### config.mk
export PLATFORM = sky130hd
export DESIGN_NAME = mips_data_memory_flat
export DESIGN_NICKNAME = d
export VERILOG_FILES = /design/src/rtl/mips_data_memory_pkg.sv /design/src/rtl/mips_data_memory_if.sv /design/src/rtl/mips_mem_clear_seq.sv /design/src/rtl/mips_data_memory.sv /design/src/flat_wrapper.sv
export SDC_FILE = /design/constraint.sdc
export NUM_CORES = 2
export LEC_CHECK = 0
export ABC_AREA = 1
export ABC_CLOCK_PERIOD_IN_PS = 4300
export BUFFER_PORTS_ARGS = -buffer_cell sky130_fd_sc_hd__buf_2
export CAP_MARGIN = 30
export CORE_ASPECT_RATIO = 0.8
export CORE_MARGIN = 5
export CORE_UTILIZATION = 46
export DETAILED_ROUTE_END_ITERATION = 7
export PLACE_DENSITY = 0.63
export SYNTH_ARGS = -nofsm -noshare
export SYNTH_HDL_FRONTEND = slang
export SYNTH_SLANG_ARGS = --single-unit
### constraint.sdc
create_clock -name clk -period 4.3 [get_ports clk]
set_input_delay 0.86 -clock clk [delete_from_list [all_inputs] [get_ports clk]]
set_output_delay 0.86 -clock clk [all_outputs]
set_load 0.02 [all_outputs]
### src/rtl/mips_data_memory_pkg.sv
// mips_data_memory_pkg: shared word width, default depth, clear-FSM state encoding.
package mips_data_memory_pkg;
    localparam int WORD_W = 32;
    localparam int DEF_ADDR_W = 6;
    typedef enum logic {MEM_CLEAR = 1'b0, MEM_READY = 1'b1} mem_state_t;
    function automatic logic [WORD_W-1:0] sat_inc(input logic [WORD_W-1:0] v);
        return &v ? v : v + 1'b1;
    endfunction
endpackage

### src/rtl/mips_data_memory_if.sv
// mips_data_memory_if: core <-> data memory bus; statistics signals exist only with MIPS_MEM_STATS_EN.
interface mips_data_memory_if;
    import mips_data_memory_pkg::*;
    logic [WORD_W-1:0] data_memory_a;
    logic              data_memory_we;
    logic [WORD_W-1:0] data_memory_wd;
    logic [WORD_W-1:0] data_memory_rd;
    logic              mem_ready;
    logic              mem_misaligned_err;
`ifdef MIPS_MEM_STATS_EN
    logic [WORD_W-1:0] mem_write_count;
    logic [WORD_W-1:0] mem_reject_count;
    modport master(output data_memory_a, data_memory_we, data_memory_wd,
                   input data_memory_rd, mem_ready, mem_misaligned_err, mem_write_count, mem_reject_count);
    modport slave(input data_memory_a, data_memory_we, data_memory_wd,
                  output data_memory_rd, mem_ready, mem_misaligned_err, mem_write_count, mem_reject_count);
`else
    modport master(output data_memory_a, data_memory_we, data_memory_wd,
                   input data_memory_rd, mem_ready, mem_misaligned_err);
    modport slave(input data_memory_a, data_memory_we, data_memory_wd,
                  output data_memory_rd, mem_ready, mem_misaligned_err);
`endif
endinterface

### src/rtl/mips_mem_clear_seq.sv
// mips_mem_clear_seq: post-reset sweep that zeroes one word per cycle, then holds ready.
module mips_mem_clear_seq
    import mips_data_memory_pkg::*;
#(
    parameter int ADDR_W = DEF_ADDR_W
) (
    input  logic              clk,
    input  logic              reset,
    output logic              clr_we,
    output logic [ADDR_W-1:0] clr_idx,
    output logic              ready
);
    mem_state_t state;
    always_ff @(posedge clk) begin
        if (reset) begin
            state   <= MEM_CLEAR;
            clr_idx <= '0;
            clr_we  <= 1'b1;
            ready   <= 1'b0;
        end else if (state == MEM_CLEAR) begin
            clr_idx <= clr_idx + ADDR_W'(1);
            if (&clr_idx) begin
                state  <= MEM_READY;
                clr_we <= 1'b0;
                ready  <= 1'b1;
            end
        end
    end
endmodule

### src/rtl/mips_data_memory.sv
// mips_data_memory: single-cycle MIPS data memory with self-clear; optional counters via MIPS_MEM_STATS_EN.
module mips_data_memory
    import mips_data_memory_pkg::*;
#(
    parameter int ADDR_W = DEF_ADDR_W
) (
    input logic               clk,
    input logic               reset,
    mips_data_memory_if.slave bus
);
    localparam int DEPTH = 2 ** ADDR_W;
    logic [WORD_W-1:0] mem [DEPTH];
    logic [ADDR_W-1:0] idx, clr_idx;
    logic              clr_we, ready, mis, accept, err, unused_hi;
    assign idx       = bus.data_memory_a[ADDR_W+1:2];
    assign mis       = bus.data_memory_we && (bus.data_memory_a[1:0] != 2'b00);
    assign accept    = ready && bus.data_memory_we && !mis;
    assign unused_hi = &{1'b0, bus.data_memory_a[WORD_W-1:ADDR_W+2]};
    mips_mem_clear_seq #(.ADDR_W(ADDR_W)) u_clr (
        .clk    (clk),
        .reset  (reset),
        .clr_we (clr_we),
        .clr_idx(clr_idx),
        .ready  (ready)
    );
    always_ff @(posedge clk) begin
        if (!reset) begin
            if (clr_we) mem[clr_idx] <= '0;
            else if (accept) mem[idx] <= bus.data_memory_wd;
        end
    end
    always_ff @(posedge clk) begin
        if (reset) err <= 1'b0;
        else if (mis) err <= 1'b1;
    end
    assign bus.data_memory_rd     = ready ? mem[idx] : '0;
    assign bus.mem_ready          = ready;
    assign bus.mem_misaligned_err = err;
`ifdef MIPS_MEM_STATS_EN
    logic [WORD_W-1:0] write_count, reject_count;
    always_ff @(posedge clk) begin
        if (reset) begin
            write_count  <= '0;
            reject_count <= '0;
        end else if (accept) begin
            write_count  <= sat_inc(write_count);
        end else if (bus.data_memory_we) begin
            reject_count <= sat_inc(reject_count);
        end
    end
    assign bus.mem_write_count  = write_count;
    assign bus.mem_reject_count = reject_count;
`endif
endmodule

### src/flat_wrapper.sv
// flat-port wrapper written by rule: the top's interface ports become plain ports
module mips_data_memory_flat import mips_data_memory_pkg::*;
#(
    parameter int ADDR_W = DEF_ADDR_W
)
  (clk, reset, bus_data_memory_a, bus_data_memory_we, bus_data_memory_wd, bus_data_memory_rd, bus_mem_ready, bus_mem_misaligned_err);
  mips_data_memory_if bus_i ();
  input logic clk;
  input logic reset;
  input wire logic [$bits(bus_i.data_memory_a)-1:0] bus_data_memory_a;
  input wire logic [$bits(bus_i.data_memory_we)-1:0] bus_data_memory_we;
  input wire logic [$bits(bus_i.data_memory_wd)-1:0] bus_data_memory_wd;
  output wire logic [$bits(bus_i.data_memory_rd)-1:0] bus_data_memory_rd;
  output wire logic [$bits(bus_i.mem_ready)-1:0] bus_mem_ready;
  output wire logic [$bits(bus_i.mem_misaligned_err)-1:0] bus_mem_misaligned_err;
  assign bus_i.data_memory_a = bus_data_memory_a;
  assign bus_i.data_memory_we = bus_data_memory_we;
  assign bus_i.data_memory_wd = bus_data_memory_wd;
  assign bus_data_memory_rd = bus_i.data_memory_rd;
  assign bus_mem_ready = bus_i.mem_ready;
  assign bus_mem_misaligned_err = bus_i.mem_misaligned_err;
  mips_data_memory #(.ADDR_W(ADDR_W)) u_core (.clk(clk), .reset(reset), .bus(bus_i));
endmodule
## Yosys cells after proc, flatten, opt, wreduce, memory -nomap -nowiden

Memories as Yosys holds them, arrays and structs flattened.
Cells that the tools add are included.

- Bitwise logic cells: 1
- Reductions and logical operators: 8
- $add $sub $neg: 1
- Multiplexer cells: 13

Operator list:

| cell | number |
|---|---|
| $mux 32 | 2 |
| $reduce_or 32->1 | 1 |
| $mux 1 | 10 |
| $reduce_and 7->1 | 1 |
| $add 6x1->6 const B | 1 |
| $mux 6 | 1 |
| $reduce_and 6->1 | 1 |
| $logic_and 1x1->1 | 3 |
| $reduce_bool 2->1 | 1 |
| $logic_not 1->1 | 1 |
| $not 1->1 | 1 |

- Memories kept: 1
- Bits of input ports: 67
- Logic and storage cells: 29
- Output and inout port bits: 34
- RAM bits: 2048
- Register bits after elaboration: 10

Memories:

| name | depth | width | rd ports | clocked after memory_dff | wr ports | line | text |
|---|---|---|---|---|---|---|---|
| u_core.mem | 64 | 32 | 1 | 0 | 1 | mips_data_memory.sv:12 | `logic [WORD_W-1:0] mem [DEPTH];` |

## Logic depth before layout (Yosys ltp)

- Depth after elaboration: 10
- Depth in mapped cells: 14
- Mapped depth without buffers: 11

## Hierarchy

From an unflattened synthesis, not the netlist that was laid out.

- Cells, all modules: 6969
- Area total of the unflattened synthesis: 82848.2 µm²

Modules (own cells, without submodules):

| module | seq. area each (µm²) | cells an instance | area each (µm²) | times used |
|---|---|---|---|---|
| mips_data_memory | 61519.0 | 6921 | 82466.6 | 1 |
| mips_mem_clear_seq | 180.2 | 48 | 381.6 | 1 |

## Worst setup path before layout

Ideal clock, no wire load.

- Path type: input-to-reg
- Start point: in bus_data_memory_a[1]
- End point: mem u_core.mem[56][0] (enable)
- Arrival: 3363 ps
- Stages: 8
- Slack: 516 ps
- Data required time: 3879 ps
- Buffers on the path: 1
- Setup time: 421 ps
- Cells stage by stage: o21ai_1 nand4_4 buf_4 nand2_1 o21ai_2 nor2_1 nand2_1 nor2_1

- Longest elaborated chain between the ends: 10
- Elaborated cells between the ends (all ways): 11
- Classes of those cells: mux (6); reduce/logical (5)

Ends and longest elaborated chain:

| what | line | text |
|---|---|---|
| start, declared | flat_wrapper.sv:10 | `input wire logic [$bits(bus_i.data_memory_a)-1:0] bus_data_memory_a;` |
| $reduce_bool 2->1 * | mips_data_memory.sv:16 | `assign mis = bus.data_memory_we && (bus.data_memory_a[1:0] != 2'b00);` |
| $logic_and 1x1->1 * | mips_data_memory.sv:16 |  |
| $logic_not 1->1 * | mips_data_memory.sv:17 | `assign accept = ready && bus.data_memory_we && !mis;` |
| $logic_and 1x1->1 * | mips_data_memory.sv:17 |  |
| $mux 1 * | mips_data_memory.sv:29 | `else if (accept) mem[idx] <= bus.data_memory_wd;` |
| $mux 1 * | mips_data_memory.sv:28 | `if (clr_we) mem[clr_idx] <= '0;` |
| $mux 1 * | mips_data_memory.sv:27 | `if (!reset) begin` |
| $mux 1 (not written as such) * | mips_data_memory.sv:29 |  |
| $reduce_or 32->1 (no source line) | -- |  |
| $mux 6 (no source line) / $mux 1 (equally long branches) | -- |  |
| end, declared | mips_data_memory.sv:12 |  |

Every way passes the cells marked *; elsewhere a longest branch is shown, timed or not.

## Worst setup path after layout

- Start point: in bus_data_memory_a[2]
- End point: out bus_data_memory_rd[12]

- Longest elaborated chain between the ends: 2

Ends and longest elaborated chain:

| what | line | text |
|---|---|---|
| $mem_v2 64x32 | -- |  |
| $mux 32 | mips_data_memory.sv:36 | `assign bus.data_memory_rd = ready ? mem[idx] : '0;` |
| end, declared | flat_wrapper.sv:13 | `output wire logic [$bits(bus_i.data_memory_rd)-1:0] bus_data_memory_rd;` |

Every way passes these cells.

==> results.ini <==
[sta]
finalCritPeriodShare_pct=98.1
hold_ws_ns=0.420
min_period_ns=4.22
setup_ws_ns=0.0798
hold_viol=0
finalSetupTns_ns=0
slew_viol_final=0
worst_slew_pin_slew_ns=0.898
setup_viol=0
max_freq_mhz=237
rsz0062_at_grt=false
slew_headroom_pct=40.1
fin_worst_skew_ns=0.0240

[run_status]
status=finished, final reports clean

[die]
die_y_microns=389
row_count=139
fp.dieW_microns=484
io_pins=101
start_util_pct=46.2
core_area_sq_um=179000
die-area_sq_um=189000

[job]
maxCapViolCount=0

[placed_design]
io_buffers=76
dpl.hpwl_microns=131000
pre_cts_slack_ns=0.0184
place_area_sq_um=89100
gp_congestion=0.839

[routing]
viasPerCell=5.74
wire_per_inst_microns=24.9
ant_nets=0
drtPass1Iterations=7
wirelength_microns=240000
drtIter0Drc=6937
num_vias=55200
drc=0

[logic_synthesis]
synthSimpleGateAreaFrac_pct=22.0
synthTopCellsByArea=edfxtp_1 74%, nand3_1 11%, nand2_1 10%
synth_fa_ha_area_share_pct=0.0151
synth_cells=6910
synth.largest_area_cell=edfxtp_1
seq_area_frac_synth_pct=74.5
synth_mux_area_share_pct=0
netlist_area_sq_um=82800
synth_xor_xnor_area_share_pct=0
synth_area_per_cell_sq_um=12.0
synth.top_cell.area_share_pct=74.3
synth_cell_types=24
synth-seq-cells=2058
yosys_warnings=0
synth_top_family_by_area=simple AND/OR/NAND/NOR gates
synth_nets=6978
synth_compound_area_share_pct=0.793

[clock_network]
cts_tree=done
numCtsBuffers=187
clkSlewWorstSetupHoldPaths_ns=0.06
ctsLongestPathBuffers=3
htreeDepth=4
clk_latency_ns=0.82
cts.sinks=2058
root_buffer=clkbuf_16

[layout]
fin_nets=7138
areaGrowthSynthToFinish_pct=14.9
drive_gt1_share_pct=11.0
design_area_sq_um=95100

[worst_setup_path]
worstReg2RegEnd=u_core.mem[29][9]$_DFFE_PP_
required_ns=3.44
critPathLaunch=bus_data_memory_a[2]
crit_type=in -> out
regToRegStartpoint=u_core.u_clr.clr_we$_SDFFE_PP1P_
reg2reg_depth=6
critPathMaxFanout=30
startpoint_type=input pin
critPathArrivalTime_ns=3.36
cp-end-kind=output pin
ff2ff_setup_slack_ns=1.11

[hold_path]
hold_end=u_core.bus.mem_misaligned_err$_SDFFE_PP0P_
hp-start=bus_data_memory_a[0]
hold_path_depth=3
hold_path.class=in -> reg

[pwr]
cellLeakagePower_nw=34.8
comb_power_share_pct=5.4
cellPowerDensity_nw_per_um2=426
vdd_drop_max_uv=413
switching_share_pct=21.6
p_int_mw=31.7
p_seq_share_pct=53.9
switchingPower_mw=8.75
p_clk_share_pct=40.8

[global_route]
grt_pass1_vias=51800
grt_usage_pct=24.8
grt_start_max_net_pins=89
antenna_found_initial=2
grt_first_pass_wirelength_microns=347000
grt_overflow_total=0

[critical path, cell delays in order]
cell	delay, ns
buf_8	0.14
inv_8	0.17
buf_12	0.24
buf_4	0.21
nand2_1	0.06
nand3_1	0.07
nand3_1	0.08
nand3_1	0.21
nand3_1	0.26
nand3_1	0.18
nand2_1	0.26
nor2_4	0.25
buf_4	0.13
buf_2	0.15
[metal layers]
layer  wire length, microns  up-vias  GRT usage (%)
met3                  24000      373           4.64
met2                 109000     2822           38.1
met5                      0        -              0
met4                   7480        0           8.10
li1                       -    24900              -
met1                  99500    27200           36.0
[sequential cells by signal, summed over array words and instances, names as in the netlist]
name and cells:
u_core.bus.mem_misaligned_err 1, u_core.mem 2048, u_core.u_clr.clr_idx 6, u_core.u_clr.clr_we 1
u_core.u_clr.ready 1, u_core.u_clr.state 1
[layout make-up]
cell class	instances	area (sq um)
Sequential cell	2058	61700
Timing Repair Buffer	424	4630
Clock inverter	85	812
Multi-Input combinational cell	4344	19600
Tap cell	2397	3000
Fill cell	14900	84200
Inverter	55	234
Antenna cell	1	2.50
Clock buffer	256	5140
[how the worst max path moves through the flow]
stage                                  end  slack [ns]  depth (start not counted)
2_1_floorplan  u_core.mem[56][0]$_DFFE_PP_        0.52                          8
3_3_place_gp        bus_data_memory_rd[12]        0.05                         14
3_5_place_dp        bus_data_memory_rd[12]        0.02                         14
4_1_cts             bus_data_memory_rd[12]        0.02                         14
5_1_grt             bus_data_memory_rd[12]        0.03                         14
6_report            bus_data_memory_rd[12]        0.08                         14
[metrics by stage]
step	power, mW	util (%)	std cells
2_1_floorplan	23.5	-	6910
3_3_place_gp	24.4	49.7	9278
3_5_place_dp	24.4	49.7	9278
4_1_cts	40.6	53.0	9619
5_1_grt	41.6	53.0	9619
6_report	40.5	53.0	9620
[cells by family after synthesis]
family          Yosys count
flops                  2058
compound gates          120
simple gates           4223
fa+ha+maj                 1
buf+inv                 508
[synth_stat cells, drive strengths merged]
master	instances
nand4	9
a21oi	36
inv	54
edfxtp	2048
nand3	1773
dfxtp	10
o21ai	60
buf	291
clkbuf	162
nor2	235
a31oi	1
nand2	2203
ha	1
o22ai	23
nor3	3
clkinv	1
[repair_timing]
| action | in CTS | in global routing |
|---|---|---|
| gates resized for setup | 0 | 2 |
| hold buffers | 0 | 0 |
| buffers inserted | 0 | 0 |
| setup endpoints to repair | 0 | 1 |
[power groups by stage]
stage,sequential (mW),clock [mW],combinational (mW)
2_1_floorplan,22.2,0,1.25
3_3_place_gp,22.2,0,2.12
3_5_place_dp,22.2,0,2.14
4_1_cts,21.8,16.7,2.15
5_1_grt,21.8,17.5,2.34
6_report,21.8,16.5,2.17
[layout by cell type (no fill, tap or decap), types with 3 or more instances in the layout]
cell type     n
a21oi_1      36
buf_12      128
buf_2        71
buf_4       221
buf_8         3
bufinv_16    16
clkbuf_1     58
clkbuf_16   195
clkbuf_8      3
clkinv_1     43
clkinv_2     18
dfxtp_1       9
edfxtp_1   2048
inv_1        47
inv_2         4
inv_6         6
inv_8         3
nand2_1    2197
nand2_2       6
nand3_1    1773
nand4_2       8
nor2_1      134
nor2_2        4
nor2_4       97
nor3_1        3
o21ai_0      52
o21ai_2       7
o22ai_1      23
No activity file was read; power rests on OpenSTA's default activity.
